**src/rtl/uart_tx_arbiter.sv**
```systemverilog
// Round-robin arbiter sharing one uart_tx_basic between NUM_REQ byte streams.
// The owner keeps the transmitter until it sends a byte flagged last (or goes idle too long).
module uart_tx_arbiter #(
  parameter int NUM_REQ = 4,
  parameter int IDW     = 2,
  parameter int LOCK_TO = 1024,
  parameter int BUSY_TO = 4
) (
  input  logic                   clk,
  input  logic                   rst,
  input  logic [NUM_REQ-1:0]     req_valid,
  input  logic [8*NUM_REQ-1:0]   req_data,
  input  logic [NUM_REQ-1:0]     req_last,
  output logic [NUM_REQ-1:0]     req_ready,
  output logic [7:0]             tx_data,
  output logic                   tx_start,
  input  logic                   tx_busy,
  output logic                   grant_active,
  output logic [IDW-1:0]         grant_id,
  output logic                   err_pulse
);

  localparam logic [2:0] S_IDLE    = 3'd0;
  localparam logic [2:0] S_OWN     = 3'd1;
  localparam logic [2:0] S_START   = 3'd2;
  localparam logic [2:0] S_WAIT_HI = 3'd3;
  localparam logic [2:0] S_WAIT_LO = 3'd4;

  localparam int IC_W = $clog2(LOCK_TO + 1);
  localparam int BC_W = $clog2(BUSY_TO + 1);
  localparam logic [IC_W-1:0] IDLE_LAST = IC_W'(LOCK_TO - 1);
  localparam logic [BC_W-1:0] BUSY_LAST = BC_W'(BUSY_TO - 1);
  localparam logic [IDW-1:0]  RR_INIT   = IDW'(NUM_REQ - 1);

  logic [2:0]      state;
  logic [IDW-1:0]  rr;
  logic            last_q;
  logic [IC_W-1:0] idle_cnt;
  logic [BC_W-1:0] busy_cnt;

  logic            own_valid;
  logic            own_last;
  logic [7:0]      own_data;
  logic            accept;
  logic            busy_timeout;
  logic            byte_done;
  logic            lock_timeout;
  logic            release_lock;
  logic [IDW-1:0]  win_id;
  logic [IDW-1:0]  scan_idx;

  assign own_valid = req_valid[grant_id];
  assign own_last  = req_last[grant_id];
  assign own_data  = req_data[{grant_id, 3'b000} +: 8];

  assign accept    = (state == S_OWN) && own_valid && !tx_busy;
  assign req_ready = accept ? (NUM_REQ'(1) << grant_id) : '0;
  assign tx_start  = (state == S_START);

  // START counts as the first of the BUSY_TO cycles spent waiting for busy
  assign busy_timeout = (state == S_WAIT_HI) && !tx_busy && (busy_cnt == BUSY_LAST);
  assign byte_done    = ((state == S_WAIT_LO) && !tx_busy) || busy_timeout;
  assign lock_timeout = (state == S_OWN) && !own_valid && (idle_cnt == IDLE_LAST);
  assign release_lock = lock_timeout || (byte_done && last_q);

  // Scan from farthest to nearest so the requester right after rr wins
  always_comb begin
    win_id   = '0;
    scan_idx = '0;
    for (int i = NUM_REQ; i >= 1; i--) begin
      scan_idx = IDW'((int'(rr) + i) % NUM_REQ);
      if (req_valid[scan_idx]) win_id = scan_idx;
    end
  end

  always_ff @(posedge clk) begin
    if (rst) begin
      state        <= S_IDLE;
      rr           <= RR_INIT;
      grant_active <= 1'b0;
      grant_id     <= '0;
      tx_data      <= '0;
      last_q       <= 1'b0;
      idle_cnt     <= '0;
      busy_cnt     <= '0;
      err_pulse    <= 1'b0;
    end else begin
      err_pulse <= lock_timeout || busy_timeout;

      if (release_lock) begin
        rr           <= grant_id;
        grant_active <= 1'b0;
      end

      case (state)
        S_IDLE: begin
          if (|req_valid) begin
            grant_id     <= win_id;
            grant_active <= 1'b1;
            idle_cnt     <= '0;
            state        <= S_OWN;
          end
        end
        S_OWN: begin
          if (accept) begin
            tx_data  <= own_data;
            last_q   <= own_last;
            idle_cnt <= '0;
            state    <= S_START;
          end else if (lock_timeout) begin
            idle_cnt <= '0;
            state    <= S_IDLE;
          end else if (!own_valid) begin
            idle_cnt <= idle_cnt + 1'b1;
          end
        end
        S_START: begin
          busy_cnt <= BC_W'(1);
          state    <= S_WAIT_HI;
        end
        S_WAIT_HI: begin
          if (tx_busy) begin
            state <= S_WAIT_LO;
          end else if (busy_timeout) begin
            state <= last_q ? S_IDLE : S_OWN;
          end else begin
            busy_cnt <= busy_cnt + 1'b1;
          end
        end
        S_WAIT_LO: begin
          if (!tx_busy) state <= last_q ? S_IDLE : S_OWN;
        end
        default: state <= S_IDLE;
      endcase
    end
  end

endmodule

```
**config.mk**
```make
export PLATFORM = sky130hd
export DESIGN_NAME = uart_tx_arbiter
export DESIGN_NICKNAME = d
export VERILOG_FILES = /design/src/rtl/uart_tx_arbiter.sv
export SDC_FILE = /design/constraint.sdc
export NUM_CORES = 1
export LEC_CHECK = 0
export BUFFER_PORTS_ARGS = -buffer_cell sky130_fd_sc_hd__buf_4
export CAP_MARGIN = 20
export CELL_PAD_IN_SITES_DETAIL_PLACEMENT = 0
export CELL_PAD_IN_SITES_GLOBAL_PLACEMENT = 1
export CORE_MARGIN = 10
export CORE_UTILIZATION = 37
export CTS_CLUSTER_SIZE = 25
export DETAILED_ROUTE_END_ITERATION = 6
export GPL_TIMING_DRIVEN = 1
export HOLD_SLACK_MARGIN = 0.02
export PLACE_DENSITY = 0.85
export REMOVE_ABC_BUFFERS = 1
export SETUP_SLACK_MARGIN = 0.3
export SLEW_MARGIN = 20
export SYNTH_ARGS = -nofsm -noshare
export SYNTH_HDL_FRONTEND = slang
export SYNTH_SLANG_ARGS = --single-unit
export TNS_END_PERCENT = 10
```
**constraint.sdc**
```tcl
create_clock -name clk -period 2.7 [get_ports clk]
set_input_delay 0.405 -clock clk [delete_from_list [all_inputs] [get_ports clk]]
set_output_delay 0.405 -clock clk [all_outputs]
set_load 0.005 [all_outputs]
```
==> flow_summary.json, run 1 <==
{
  "dieArea_mm2": 0.00826,
  "wl_per_instance_um": 15.2,
  "fin_total_pwr_uw": 1100,
  "numPortBuffers": 59,
  "crit_required_ps": 2300,
  "groute.usage.overall_pct": 12.6,
  "fraction_of_final_layout_cells_with_drive_strength_greater_than_1_pct": 33.5,
  "starting_density_of_the_core_pct": 38.8,
  "drt.antenna.violating_nets": 0,
  "power_density_mw_per_mm2": 447,
  "finalSetupTns_ps": 0,
  "grt_antenna_before_repair": 0,
  "mux_contribution_to_synthesized_area_pct": 19.2,
  "synth.yosys.seq_area_share_pct": 34.5,
  "timing_worst_setup_path_type": "reg2out",
  "netlist.top_cell.by_area": "sky130_fd_sc_hd__dfxtp_1",
  "power.static_leakage_uw": 0.000959,
  "setup_repair_after_global_routing_missed_its_margin": "no",
  "grt_start_max_net_pins": 26,
  "syn-mean-instance-area_um2": 8.81,
  "pwr-share-clk_pct": 31.1,
  "critical_path.slowest_cell": "sky130_fd_sc_hd__mux2_2",
  "detail_route.drc_violations": 0,
  "dieHeight_um": 90.9,
  "final-hold-violation-count": 0,
  "timing.final.setup_violations": 0,
  "path_clk_slew_ps": 70,
  "global_route_wire_length_before_repair_um": 8800,
  "skew_pair_late_insertion_delay_ps": 280,
  "syn_to_final_growth_pct": 32.7,
  "ctsHoldBuffers": 0,
  "worst-path-max-fanout": 7,
  "overflow": 0,
  "core.rowCount": 25,
  "tritoncts_clock_tree": "built",
  "yosysTopAreaCellShare_pct": 34.5,
  "first_global_vias": 1895,
  "synth.yosys.warnings": 0,
  "max_clock_skew_ps": 8.27,
  "run_status": "completed",
  "synth-adder-area-share_pct": 2.02,
  "critical_path_cell_list": "inv_1 > mux2_2 > nor3_2 > nand2_1 > nor2_1 > buf_4",
  "worst_max_slew_margin_expressed_relative_to_the_limit_pct": 64.8,
  "yosys.area_share.simple_pct": 23.6,
  "finalWirelength_um": 5150,
  "vias": 1841,
  "gp_congestion": 0.872,
  "post-dp-hpwl_um": 4050,
  "maxCapViolations": 0,
  "cts.sink_count": 32,
  "ys_top_cells_by_area": "sky130_fd_sc_hd__dfxtp_1 (34%), sky130_fd_sc_hd__mux4_2 (12%), sky130_fd_sc_hd__mux2i_1 (6.5%), sky130_fd_sc_hd__nor2_1 (5.3%), sky130_fd_sc_hd__nand2_1 (4.4%)",
  "data_arrival_critical_path_ps": 1800,
  "net-switching-power_uw": 300,
  "power.share.sequential_pct": 45.8,
  "ys_dominant_reg_cell": "sky130_fd_sc_hd__dfxtp_1",
  "p_sw_share_pct": 27.3,
  "synth-edff-count": 0,
  "max_stage_delay_ps": 410,
  "drt-initial-drc-count": 122,
  "ios": 60,
  "timing_worst_slew_pin_value_ps": 521,
  "finalNetCount": 318,
  "synth-xor-area-share_pct": 0,
  "cts-htree-levels": 2,
  "achievable-frequency_mhz": 454,
  "kind_of_path_behind_the_tightest_hold_check": "reg2reg",
  "peakVddDrop_mv": 0.257,
  "post-route-period-util_pct": 81.7,
  "end_kind": "output port",
  "cts_root_buf": "sky130_fd_sc_hd__clkbuf_8",
  "die_w_um": 90.9,
  "mappedNetlistArea_mm2": 0.00186,
  "ys_seq_elements": 32,
  "cell_internal_pwr_uw": 801,
  "n_fill_cell": 475,
  "synthesis.instances": 211,
  "post_synth_num_cell_types": 42,
  "dominant_combinational_cell_family_by_area_after_synthesis": "simple AND/OR/NAND/NOR gates",
  "setup_slack_ps": 495,
  "synth-async-reset-ratio_pct": 0,
  "comb_power_share_pct": 23.0,
  "period_needed_ps": 2200,
  "clk_path_buf_depth": 2,
  "route.detailed.vias_per_inst": 5.43,
  "final_max_slew_viol_count": 0,
  "compound_gate_portion_of_the_synthesized_area_pct": 16.3,
  "core_ar_mm2": 0.00479,
  "first_pass_iters": 4,
  "tritoncts.num_buffers": 5,
  "preCtsSetupSlack_ps": 451,
  "crit_path_start_kind": "register",
  "antenna_cells": 0
}
## cells by family (layout without fill, tap and decap cells)
family / count (synthesis) / count (layout)
DFF: 32 / 32
AOI/OAI and AO/OA: 42 / 42
and+or+nand+nor: 91 / 91
muxes: 23 / 23
adders and majority gates: 3 / 3
buffers and inverters: 20 / 81
## state kept, by name, indices dropped and copies added, names as in the netlist
| name | count |
|---|---|
| last_q | 1 |
| tx_data | 8 |
| idle_cnt | 11 |
| busy_cnt | 3 |
| state | 3 |
| rr | 2 |
| grant_id | 2 |
| grant_active | 1 |
| err_pulse | 1 |
## per-layer routing
layer | GRT usage [%] | wire length (um)
met1 | 14.9 | 2450
met2 | 19.3 | 2130
met3 | 7.07 | 511
met4 | 3.13 | 58
met5 | 0 | 0
## cell usage after synthesis (4+ instances only)
library cell / number
sky130_fd_sc_hd__or2_2: 4
sky130_fd_sc_hd__nor3_1: 6
sky130_fd_sc_hd__a21oi_1: 8
sky130_fd_sc_hd__mux2i_1: 12
sky130_fd_sc_hd__nand3_1: 11
sky130_fd_sc_hd__o311ai_0: 7
sky130_fd_sc_hd__nor2_1: 26
sky130_fd_sc_hd__mux4_2: 10
sky130_fd_sc_hd__dfxtp_1: 32
sky130_fd_sc_hd__nand2_1: 22
sky130_fd_sc_hd__inv_1: 9
sky130_fd_sc_hd__nand4_1: 4
sky130_fd_sc_hd__o21ai_0: 9
sky130_fd_sc_hd__clkbuf_1: 6
## power groups by stage
stage / sequential, uW / combinational (uW) / clock [uW]
2_1_floorplan: 525 / 125 / 0
3_3_place_gp: 513 / 254 / 0
3_5_place_dp: 513 / 256 / 0
4_1_cts: 504 / 256 / 349
5_1_grt: 507 / 281 / 376
6_report: 505 / 254 / 343
## through the flow
stage	hold slack (ps)	cells	cell area (um2)	utilization [%]
2_1_floorplan	407	200	1810	-
3_3_place_gp	416	332	2390	49.9
3_5_place_dp	420	332	2390	49.9
4_1_cts	437	339	2460	51.5
5_1_grt	482	339	2460	51.5
6_report	436	339	2460	51.5
## layout make-up
type | count | area [um2] | share of cell area (%)
repair buffers | 65 | 488 | 19.8
flip-flops and latches | 32 | 642 | 26.0
clock buffers | 6 | 72.6 | 2.94
well taps | 67 | 83.8 | 3.40
clock inverters | 1 | 5.00 | 0.203
multi-input cells | 159 | 1140 | 46.2
inverters | 9 | 33.8 | 1.37
## path summary, 6_finish.rpt
path	from	to	slack (ps)	depth (start not counted)
min	idle_cnt[10]$_SDFFE_PP0P_	idle_cnt[10]$_SDFFE_PP0P_	440	2
min reg2reg	idle_cnt[10]$_SDFFE_PP0P_	idle_cnt[10]$_SDFFE_PP0P_	440	2
max reg2reg	grant_id[0]$_SDFFE_PP0P_	idle_cnt[2]$_SDFFE_PP0P_	530	4
max	grant_id[0]$_SDFFE_PP0P_	req_ready[3]	500	6
## placed cells by master, fill, tap and decap left out, types with 2 or more instances in the layout
cell type,instances
sky130_fd_sc_hd__a221oi_1,2
sky130_fd_sc_hd__nand3_1,11
sky130_fd_sc_hd__mux2i_1,12
sky130_fd_sc_hd__ha_1,3
sky130_fd_sc_hd__nor4_1,3
sky130_fd_sc_hd__o21ai_0,9
sky130_fd_sc_hd__dfxtp_1,31
sky130_fd_sc_hd__nand2_1,22
sky130_fd_sc_hd__or2_2,4
sky130_fd_sc_hd__a32oi_1,2
sky130_fd_sc_hd__nand4_1,4
sky130_fd_sc_hd__a22oi_1,3
sky130_fd_sc_hd__and3_1,3
sky130_fd_sc_hd__o311ai_0,7
sky130_fd_sc_hd__nor3_1,5
sky130_fd_sc_hd__mux4_2,10
sky130_fd_sc_hd__a31oi_1,2
sky130_fd_sc_hd__nor2_1,26
sky130_fd_sc_hd__or4_1,3
sky130_fd_sc_hd__nand2b_1,3
sky130_fd_sc_hd__buf_4,65
sky130_fd_sc_hd__inv_1,9
sky130_fd_sc_hd__clkbuf_8,5
sky130_fd_sc_hd__a21oi_1,8
## timing repair
action / CTS / global route
setup endpoints to repair: 0 / 4
resized for setup: 0 / 1
setup buffers: 0 / 0
## worst max-delay path: cells and delay by family (launching register included)
| kind | cells | cell delay, ps |
|---|---|---|
| simple gates | 3 | 440 |
| buf+inv | 2 | 310 |
| mux | 1 | 410 |
| flops | 1 | 360 |
No activity file was read; power rests on OpenSTA's default activity.
==> run 2: changes to the inputs <==
Clock period 2.7 ns to 2.2 ns, I/O delays scaled along.
==> flow_summary.json, run 2 (synthesized netlist as in run 1, its figures left out) <==
{
  "period_needed_ps": 2020,
  "gp_congestion": 0.760,
  "power_density_mw_per_mm2": 531,
  "crit_required_ps": 1870,
  "final_max_slew_viol_count": 0,
  "dieHeight_um": 90.9,
  "finalWirelength_um": 5200,
  "timing.final.setup_violations": 0,
  "syn_to_final_growth_pct": 38.5,
  "cts_root_buf": "sky130_fd_sc_hd__clkbuf_8",
  "n_fill_cell": 438,
  "first_global_vias": 1874,
  "grt_antenna_before_repair": 0,
  "placedInstanceArea_mm2": 0.00242,
  "post-route-period-util_pct": 91.9,
  "kind_of_path_behind_the_tightest_hold_check": "reg2reg",
  "core_ar_mm2": 0.00479,
  "path_clk_slew_ps": 60,
  "grt_start_max_net_pins": 25,
  "first_pass_iters": 4,
  "setup_slack_ps": 177,
  "r2r-start": "grant_id[0]$_SDFFE_PP0P_",
  "finalInstanceArea_mm2": 0.00257,
  "drt.antenna.violating_nets": 0,
  "worst-r2r-setup-slack_ps": 200,
  "worst_max_slew_margin_expressed_relative_to_the_limit_pct": 59.0,
  "timing_worst_setup_path_type": "reg2out",
  "crit_path_start_kind": "register",
  "cts.sink_count": 32,
  "antenna_cells": 0,
  "critical_path.startpoint": "grant_id[1]$_SDFFE_PP0P_",
  "global_route_wire_length_before_repair_um": 8830,
  "preCtsSetupSlack_ps": 33.6,
  "max_stage_delay_ps": 320,
  "wl_per_instance_um": 15.0,
  "cts-htree-levels": 2,
  "critPathBufInv": 2,
  "end_kind": "output port",
  "max_clock_skew_ps": 2.43,
  "final-hold-violation-count": 0,
  "most-common-layout-cells": "sky130_fd_sc_hd__buf_4 (73), sky130_fd_sc_hd__dfxtp_1 (30), sky130_fd_sc_hd__nor2_1 (26)",
  "fraction_of_final_layout_cells_with_drive_strength_greater_than_1_pct": 37.1,
  "max_reg_flops": 11,
  "starting_density_of_the_core_pct": 38.8,
  "dieArea_mm2": 0.00826,
  "critical_path.slowest_cell": "sky130_fd_sc_hd__dfxtp_2",
  "worst-path-max-fanout": 4,
  "critical_path_cell_list": "buf_6 > mux2i_1 > mux2_4 > nor3_4 > nand2_1 > nor2_1 > buf_4",
  "finalNetCount": 328,
  "kind_of_cell_with_the_highest_combined_delay_on_the_critical_path": "multiplexers",
  "peakVddDrop_mv": 0.300,
  "setup_repair_after_global_routing_missed_its_margin": "yes",
  "timing.critical_path.depth": 7,
  "run_status": "completed",
  "skew_pair_late_insertion_delay_ps": 280,
  "layout_commonest_cell": "sky130_fd_sc_hd__buf_4",
  "maxCapViolations": 0,
  "registers.top_by_ff_count": "idle_cnt",
  "vias": 1883,
  "core.rowCount": 25,
  "numPortBuffers": 59,
  "reg_top3": "idle_cnt x11, tx_data x8",
  "overflow": 0,
  "regToRegEndpoint": "idle_cnt[2]$_SDFFE_PP0P_",
  "worst_setup_path_endpoint": "req_ready[1]",
  "groute.usage.overall_pct": 12.5,
  "route.detailed.vias_per_inst": 5.43,
  "post-dp-hpwl_um": 4010,
  "clk_path_buf_depth": 2,
  "multi_input_comb_area_mm2": 0.00116,
  "tritoncts_clock_tree": "built",
  "drt-initial-drc-count": 145,
  "power.static_leakage_uw": 0.00102,
  "tritoncts.num_buffers": 5,
  "ff_latch_area_um2": 643,
  "detail_route.drc_violations": 0,
  "final_hold_slack_ps": 430,
  "timing_worst_slew_pin_value_ps": 607,
  "reg2regPathDepth": 4,
  "ios": 60,
  "die_w_um": 90.9,
  "achievable-frequency_mhz": 494,
  "data_arrival_critical_path_ps": 1690
}
==> run 2: final cells by class <==
cell class	instances	share of cell area (%)
tap	67	3.26
clock buffer	5	2.68
inverter	9	1.46
sequential	32	25.0
multi-input combinational	159	45.1
timing repair buffer	75	22.5
==> run 2: power by group <==
group | leakage [uW] | switching, uW | internal (uW)
sequential | 0.000260 | 14.2 | 601
combinational | 0.000720 | 161 | 197
clock | 0.0000359 | 190 | 203
total | 0.00102 | 365 | 1000
==> run 2: through the flow <==
step	cells	TNS [ps]	util [%]	power (uW)
global placement	336	0	50.5	948
floorplan	200	-10990	-	799
detailed placement	336	0	50.5	950
global route	347	0	53.8	1450
CTS	346	0	53.6	1380
finish	347	0	53.8	1370
==> run 2: timing repair <==
action	4_1_cts	5_1_grt
gates cloned	0	0
endpoints found under the setup margin	23	18
gates resized for setup	11	0
hold buffers	0	0
setup buffers	5	1
pin swaps	1	1
==> run 2: worst register-to-register path, cell delays in order (launching register included) <==
cell,delay (ps)
sky130_fd_sc_hd__dfxtp_2,370
sky130_fd_sc_hd__mux4_2,530
sky130_fd_sc_hd__or4_4,590
sky130_fd_sc_hd__or3b_1,390
sky130_fd_sc_hd__nand3_1,70
==> run 2: worst min-delay path by stage <==
stage | endpoint | slack (ps) | cells past startpoint | start
after detailed placement | idle_cnt[10]$_SDFFE_PP0P_ | 420 | 2 | idle_cnt[10]$_SDFFE_PP0P_
after CTS | state[2]$_SDFFE_PP0P_ | 420 | 3 | tx_busy
after global placement | idle_cnt[10]$_SDFFE_PP0P_ | 420 | 2 | idle_cnt[10]$_SDFFE_PP0P_
after floorplan | err_pulse$_SDFF_PP0_ | 400 | 1 | rst
after global routing | state[2]$_SDFFE_PP0P_ | 460 | 3 | tx_busy
final | idle_cnt[10]$_SDFFE_PP0P_ | 430 | 2 | idle_cnt[10]$_SDFFE_PP0P_
==> run 2: per-layer routing <==
metal | global-route usage, % | up-vias | wire length [um]
li1 | - | 939 | -
met1 | 14.5 | 860 | 2300
met2 | 19.9 | 81 | 2310
met3 | 6.73 | 3 | 558
met4 | 2.87 | 0 | 32
met5 | 0 | - | 0
==> run 3: changes to the inputs <==
Settings changed: CORE_UTILIZATION 37 to 38, CTS_BUF_LIST set to sky130_fd_sc_hd__clkbuf_4 sky130_fd_sc_hd__clkbuf_8, PLACE_DENSITY 0.85 to 0.87, RECOVER_POWER set to 100.
==> flow_summary.json, run 3 (synthesized netlist as in run 1, its figures left out) <==
{
  "run_status": "completed",
  "post-route-period-util_pct": 94.5,
  "max_reg_flops": 11,
  "critical_path.startpoint": "grant_id[0]$_SDFFE_PP0P_",
  "ctsHoldBuffers": 0,
  "wl_met2_um": 2460,
  "period_needed_ps": 2080,
  "numPortBuffers": 59,
  "final_max_slew_viol_count": 0,
  "drt-met1-wl_um": 2240,
  "max_stage_delay_ps": 560,
  "achievable-frequency_mhz": 481,
  "tritoncts.num_buffers": 5,
  "final_hold_slack_ps": 419,
  "groute.usage.overall_pct": 12.6,
  "clk_path_buf_depth": 2,
  "power.static_leakage_uw": 0.00103,
  "tritoncts_clock_tree": "built",
  "critPathBufInv": 1,
  "worst-path-max-fanout": 8,
  "detail_route.drc_violations": 0,
  "ios": 60,
  "first_pass_iters": 4,
  "worst-r2r-setup-slack_ps": 120,
  "cts-htree-levels": 2,
  "layout_commonest_cell": "sky130_fd_sc_hd__buf_4",
  "global_route_wire_length_before_repair_um": 8820,
  "timing_worst_setup_path_type": "reg2reg",
  "finalWirelength_um": 5370,
  "skew_pair_late_insertion_delay_ps": 280,
  "antenna_cells": 0,
  "fraction_of_final_layout_cells_with_drive_strength_greater_than_1_pct": 33.3,
  "grt_antenna_before_repair": 0,
  "most-common-layout-cells": "sky130_fd_sc_hd__buf_4 (57), sky130_fd_sc_hd__dfxtp_1 (31), sky130_fd_sc_hd__nor2_1 (26)",
  "max_clock_skew_ps": 5.41,
  "final-hold-violation-count": 0,
  "cts.sink_count": 32,
  "critical_path.slowest_cell": "sky130_fd_sc_hd__or4_4",
  "peakVddDrop_mv": 0.349,
  "worst_setup_path_endpoint": "idle_cnt[2]$_SDFFE_PP0P_",
  "r2r-start": "grant_id[0]$_SDFFE_PP0P_",
  "reg2regPathDepth": 5,
  "core.rowCount": 25,
  "met3WireLength_um": 646,
  "power_density_mw_per_mm2": 611,
  "end_kind": "register",
  "regToRegEndpoint": "idle_cnt[2]$_SDFFE_PP0P_",
  "reg_top3": "idle_cnt x11, tx_data x8",
  "finalSetupTns_ps": 0,
  "timing.final.setup_violations": 0,
  "crit_required_ps": 2430,
  "dp.cells": 339,
  "core_ar_mm2": 0.00472,
  "critical_path_cell_list": "buf_4 > mux4_2 > or4_4 > or3b_1 > nand3_1",
  "overflow": 0,
  "path_clk_slew_ps": 70,
  "kind_of_cell_with_the_highest_combined_delay_on_the_critical_path": "simple AND/OR/NAND/NOR gates",
  "setup_repair_after_global_routing_missed_its_margin": "yes",
  "grt_start_max_net_pins": 25,
  "highest_layer": "met4",
  "drt-initial-drc-count": 116,
  "data_arrival_critical_path_ps": 2310,
  "starting_density_of_the_core_pct": 39.3,
  "dieArea_mm2": 0.00809,
  "dieHeight_um": 89.9,
  "post-dp-hpwl_um": 4180,
  "cts_root_buf": "sky130_fd_sc_hd__clkbuf_8",
  "timing.critical_path.depth": 5,
  "final-instance-count-excl-fill": 355,
  "maxCapViolations": 0,
  "drt.antenna.violating_nets": 0,
  "gp_congestion": 0.807,
  "wl_per_instance_um": 15.1,
  "route.detailed.vias_per_inst": 5.39,
  "registers.top_by_ff_count": "idle_cnt",
  "syn_to_final_growth_pct": 40.5,
  "timing_worst_slew_pin_value_ps": 495,
  "worst_max_slew_margin_expressed_relative_to_the_limit_pct": 67.0,
  "first_global_vias": 1874,
  "die_w_um": 89.9,
  "vias": 1914,
  "kind_of_path_behind_the_tightest_hold_check": "in2reg",
  "finalNetCount": 333,
  "finalCoreUtilization_pct": 55.3,
  "crit_path_start_kind": "register"
}
==> run 3: cell types whose count changed in the layout (fill, tap and decap cells not counted), sizes merged <==
cell      before  now
clkbuf         5   29
clkinvlp       1    0
inv            8    9
bufinv         0    1
buf           75   58
==> run 3: worst min-delay path: cells and delay by family <==
family,cells,cell delay [ps]
AOI/OAI and AO/OA,3,210
buffers and inverters,1,110
==> run 3: per-stage QoR <==
stage / cell area (um2) / worst slack (ps) / power, uW
6_report: 2610 / 122 / 1590
5_1_grt: 2610 / 49.1 / 1660
4_1_cts: 2620 / 121 / 1600
3_5_place_dp: 2440 / 21.2 / 958
3_3_place_gp: 2440 / 40.6 / 955
2_1_floorplan: 1810 / -874 / 799
==> run 3: what timing repair did <==
action	4_1_cts	5_1_grt
setup buffers	4	4
cloned	0	0
pin swaps	5	3
hold endpoints to repair	0	0
resized for setup	11	6
endpoints found under the setup margin	23	18
==> run 3: metal layers <==
layer	vias up	global-route usage (%)
met5	-	0
met4	0	1.99
met3	3	7.65
met2	85	19.6
met1	881	14.7
li1	945	-
==> run 3: final cells by class <==
class,count,area [um2]
multi-input cells,159,1160
clock buffers,7,96.3
well taps,67,83.8
flip-flops and latches,32,644
fillers,467,2110
clock inverters,1,30.0
inverters,9,38.8
repair buffers,80,552
==> run 3: worst min-delay path by stage <==
| stage | start | end | slack, ps | cells after the start |
|---|---|---|---|---|
| after global routing | tx_busy | state[2]$_SDFFE_PP0P_ | 420 | 3 |
| after CTS | req_valid[0] | grant_id[0]$_SDFFE_PP0P_ | 410 | 4 |
| after detailed placement | idle_cnt[10]$_SDFFE_PP0P_ | idle_cnt[10]$_SDFFE_PP0P_ | 420 | 2 |
| after floorplan | rst | err_pulse$_SDFF_PP0_ | 400 | 1 |
| final | req_valid[0] | grant_id[0]$_SDFFE_PP0P_ | 420 | 4 |
| after global placement | idle_cnt[10]$_SDFFE_PP0P_ | idle_cnt[10]$_SDFFE_PP0P_ | 410 | 2 |
==> run 3: power breakdown <==
group          internal (uW)  switching [uW]
clock network            400             225
logic                    194             163
registers                599            13.8
total                   1190             401
